[config.mk]
export PLATFORM = sky130hd
export DESIGN_NAME = moore_seq_detector_nonoverlap
export DESIGN_NICKNAME = d
export VERILOG_FILES = /design/src/rtl/moore_seq_detector_nonoverlap.sv
export SDC_FILE = /design/constraint.sdc
export NUM_CORES = 1
export LEC_CHECK = 0
export BUFFER_PORTS_ARGS = -buffer_cell sky130_fd_sc_hd__buf_2
export CORE_AREA = 5 5 42 44
export CTS_CLUSTER_SIZE = 24
export DETAILED_ROUTE_END_ITERATION = 10
export DIE_AREA = 0 0 47 49
export SYNTH_ARGS = -nofsm -noshare
export SYNTH_HDL_FRONTEND = slang
export SYNTH_SLANG_ARGS = --single-unit
[constraint.sdc]
create_clock -name clk -period 3.27 [get_ports clk]
set_clock_uncertainty 0.1 [all_clocks]
set_input_delay 0.654 -clock clk [delete_from_list [all_inputs] [get_ports clk]]
set_output_delay 0.654 -clock clk [all_outputs]
set_load 0.01 [all_outputs]
[src/rtl/moore_seq_detector_nonoverlap.sv]
// ---------------------------------------------------------------------------
// moore_seq_detector_nonoverlap
//
// Purpose:
//   Serial detector for the bit pattern 1101. The first bit of the pattern
//   arrives first. It is built as a Moore FSM, so the detect flag depends
//   only on the registered state. Detection is non-overlapping: once a match
//   completes, none of its bits are reused, and the next bit starts a fresh
//   search.
//
// Ports:
//   clk    - rising-edge clock; every state update happens on this edge
//   arstn  - synchronous, active-high reset, sampled on the rising clk edge
//   in     - serial data bit, sampled on the rising clk edge
//   out    - detect flag, high for exactly one cycle after each 1101
// ---------------------------------------------------------------------------
module moore_seq_detector_nonoverlap (
    input  logic clk,
    input  logic arstn,
    input  logic in,
    output logic out
);

    // S0 idle, S1 "1", S2 "11", S3 "110", S4 "1101" matched.
    // The encodings 5..7 are unused and recover to S0.
    typedef enum logic [2:0] {
        S0 = 3'd0,
        S1 = 3'd1,
        S2 = 3'd2,
        S3 = 3'd3,
        S4 = 3'd4
    } state_t;

    state_t state_q;
    state_t state_d;

    // State register. Reset is synchronous, so it is sampled only on the
    // clock edge and overrides the data input.
    always_ff @(posedge clk) begin
        if (arstn) begin
            state_q <= S0;
        end else begin
            state_q <= state_d;
        end
    end

    // Next-state logic.
    // S4 acts like S0, so a completed match never seeds the next attempt.
    // Inside an attempt, only S2 keeps a partial match on a mismatch,
    // because "111" still ends in the valid prefix "11".
    always_comb begin
        state_d = S0;
        case (state_q)
            S0:      state_d = in ? S1 : S0;
            S1:      state_d = in ? S2 : S0;
            S2:      state_d = in ? S2 : S3;
            S3:      state_d = in ? S4 : S0;
            S4:      state_d = in ? S1 : S0;
            default: state_d = S0;
        endcase
    end

    // The output is decoded from the registered state only. There is no path
    // from in to out, and unused encodings can never raise the flag.
    assign out = (state_q == S4);

endmodule

==> summary.txt <==
HOLD PATH
--------------------------------------------------------------------------------
Endpoint with the worst hold slack ................................ state_q[2]$_SDFF_PP0_
Min-delay src ..................................................... state_q[2]$_SDFF_PP0_
Hold Crit Class ...................................................      reg2reg
Worst Hold Depth ..................................................            1

WORST SETUP PATH
--------------------------------------------------------------------------------
Data arrival time at the worst-slack endpoint .....................      0.93 ns
Crit Path Class ...................................................      reg2out
R2r setup slk .....................................................      2.13 ns
Max Fanout on Critical Path .......................................            4
Kind of cell adding the most delay to the critical path ...........   flip-flops
Critical path cell sequence ....................................... nor3b_1, buf_2
Maximum single-stage delay on the critical path ...................      0.35 ns
End of the worst register-to-register path ........................ state_q[0]$_SDFF_PP0_
Critical Path Start Type ..........................................     register
CP required .......................................................      2.52 ns
Worst path slowest cell ...........................................      dfxtp_1
Kind of end point of the critical path ............................ primary output
Crit path buf inv count ...........................................            1
FF-to-FF Start .................................................... state_q[1]$_SDFF_PP0_
Worst reg-to-reg path cell count ..................................            2

DIE
--------------------------------------------------------------------------------
DIE HEIGHT ........................................................        49 um
Die Area .......................................................... 0.00230 sq mm
Standard-cell row count ...........................................           14
Initial Util ......................................................        9.11%
Core region area .................................................. 0.00140 sq mm
Die Width .........................................................        47 um
I/O pin total .....................................................            4

TIMING
--------------------------------------------------------------------------------
Final period demand of the worst path .............................      1.69 ns
Summed negative setup slack over all endpoints ....................         0 ns
Highest clock rate ................................................    0.593 GHz
Final Slew Violations .............................................            0
Hold violation count in the final report ..........................            0
Unrepaired setup endpoints after global routing ...................           no
Final setup violation count .......................................            0
Transition time at the pin with the least slew margin .............     0.184 ns
Worst rel slew slack ..............................................        87.6%
Part of the cycle the worst path needs ............................        51.6%

LAYOUT
--------------------------------------------------------------------------------
Post-layout instance count excluding filler cells .................           35
Number of flip-flops under the largest register name ..............            3
Fill count ........................................................          169
Final core utilization ............................................        13.5%
Proportion of layout cells with a drive suffix above 1 ............        36.8%
Antenna cell count ................................................            0
Area growth from synthesis to layout ..............................        48.0%
Registers with the highest flip-flop counts .......................  state_q (3)
Biggest register ..................................................      state_q
Net total in the final layout .....................................           23

GRT
--------------------------------------------------------------------------------
Maximum number of pins on one net before global-route repair ......            7
Via count of the first global-routing pass ........................          149
Number of antenna violations at the first check in global routing .            0
Total global-route track usage ....................................        4.36%
Overflow left after global routing ................................            0
Wire length of the first global-routing pass ......................       600 um

LOGIC SYNTHESIS
--------------------------------------------------------------------------------
Synthesized netlist net count .....................................           15
Post-synth top flop ...............................................      dfxtp_1
Dominant cell by count in the synthesized netlist .................      dfxtp_1
Number of enable flip-flop cells after synthesis ..................            0
Synthesized cell area .............................................    128 sq um
Flip-flop and latch count after synthesis .........................            3
Count of warnings emitted by yosys ................................            0
Synth top area share ..............................................        47.1%
Ys async rst share ................................................           0%
Yosys cell types ..................................................           10
Sequential element share of the synthesized area ..................        47.1%
Mean Syn Cell Area ................................................   10.6 sq um
Top post-synthesis cells by area .................................. dfxtp_1, a211oi_2, or3b_1
Synthesized instance count ........................................           12
Post-synth top area cell ..........................................      dfxtp_1

ROUTE
--------------------------------------------------------------------------------
Total vias in the final route .....................................          115
Initial DRC Count .................................................            3
Number of vias per cell ...........................................         3.29
ANT nets after route ..............................................            0
Remaining design rule violation count .............................            0
Router iterations before antenna repair ...........................            2
Total length of routed wires ......................................       293 um
Final routed wire length divided by cell count ....................      8.37 um

PLACEMENT
--------------------------------------------------------------------------------
Placer's final routability congestion estimate ....................        0.784
Placed cells ......................................................           31
Number of buffers inserted by port buffering ......................            3
Detailed-placement wirelength estimate ............................       205 um

CTS
--------------------------------------------------------------------------------
Root buf cell .....................................................     clkbuf_4
Worst-skew pair later-pin latency .................................      0.23 ns
Post-CTS setup buffer count .......................................            0
Worst-path clk slew ...............................................      0.04 ns
Quantity of hold-fixing buffers added after cts ...................            0
Clk sinks .........................................................            3
CTS tree ..........................................................         done
Number of H-tree levels ...........................................            1
Clock buffers created by TritonCTS ................................            3
Max clock buf depth ...............................................            2
Resize count post-CTS .............................................            0

POWER
--------------------------------------------------------------------------------
Max VDD drop ......................................................  0.0000821 V
Cell area power density ...........................................  594 mW/mm^2
Leak ..............................................................    0.0677 nW

FLOW RUN
--------------------------------------------------------------------------------
Max-cap violations ................................................            0

RUN STATUS
--------------------------------------------------------------------------------
Result of the run ................................................. finished, final reports clean

## through the flow
| stage | instance area [sq um] | total power, mW | hold slack (ns) | setup WS, ns |
|---|---|---|---|---|
| after global routing | 189 | 0.121 | 0.405 | 1.48 |
| after CTS | 189 | 0.117 | 0.375 | 1.54 |
| after floorplan | 128 | 0.0440 | 0.325 | 1.86 |
| final | 189 | 0.112 | 0.363 | 1.58 |
| after global placement | 163 | 0.0468 | 0.369 | 1.75 |
| after detailed placement | 163 | 0.0470 | 0.371 | 1.74 |
## power breakdown
group          internal (mW)  switching [mW]
registers             0.0385         0.00216
logic                0.00333         0.00239
clock network         0.0458          0.0200
total                 0.0876          0.0246
## worst max-delay path by stage
stage | from | end | cells past startpoint
final | state_q[2]$_SDFF_PP0_ | out | 2
after global routing | state_q[2]$_SDFF_PP0_ | out | 2
after CTS | state_q[2]$_SDFF_PP0_ | out | 2
after detailed placement | in | state_q[0]$_SDFF_PP0_ | 3
after global placement | in | state_q[0]$_SDFF_PP0_ | 3
after floorplan | state_q[2]$_SDFF_PP0_ | out | 1
## cells in the final DEF, fill, tap and decap left out
master,instances
a211oi_1,1
a211oi_2,1
buf_2,3
clkbuf_1,1
clkbuf_4,3
dfxtp_1,3
nand2b_1,1
nand3_1,1
nand3b_1,1
nor3_1,1
nor3b_1,1
or2b_1,1
or3b_1,1
## layer usage
layer / share of wire, % / global-route usage (%)
met1: 39 / 3.94
met2: 53 / 4.30
met3: 7.5 / 2.58
met4: 0 / 8.29
met5: 0 / 0
## logic make-up (layout without fill, tap and decap cells)
kind of cell,count (synthesis),in the layout,share of synthesized area (%)
compound gates,2,2,15.7
buf+inv,0,7,0
simple gates,7,7,37.3
flops,3,3,47.1
## area by class of cell
class                      count  area (sq um)  area share (%)
clock buffer                   4          26.3            13.9
multi-input combinational      9          67.6            35.8
sequential                     3          60.1            31.8
tap                           16          20.0            10.6
timing repair buffer           3          15.0            7.95
## worst register-to-register path: cells and delay by family, from the launching register on
kind	cells	cell delay, ns
compound gates	1	0.21
flops	1	0.38
simple gates	1	0.38
Note: power is estimated with default switching activity, not from simulation.
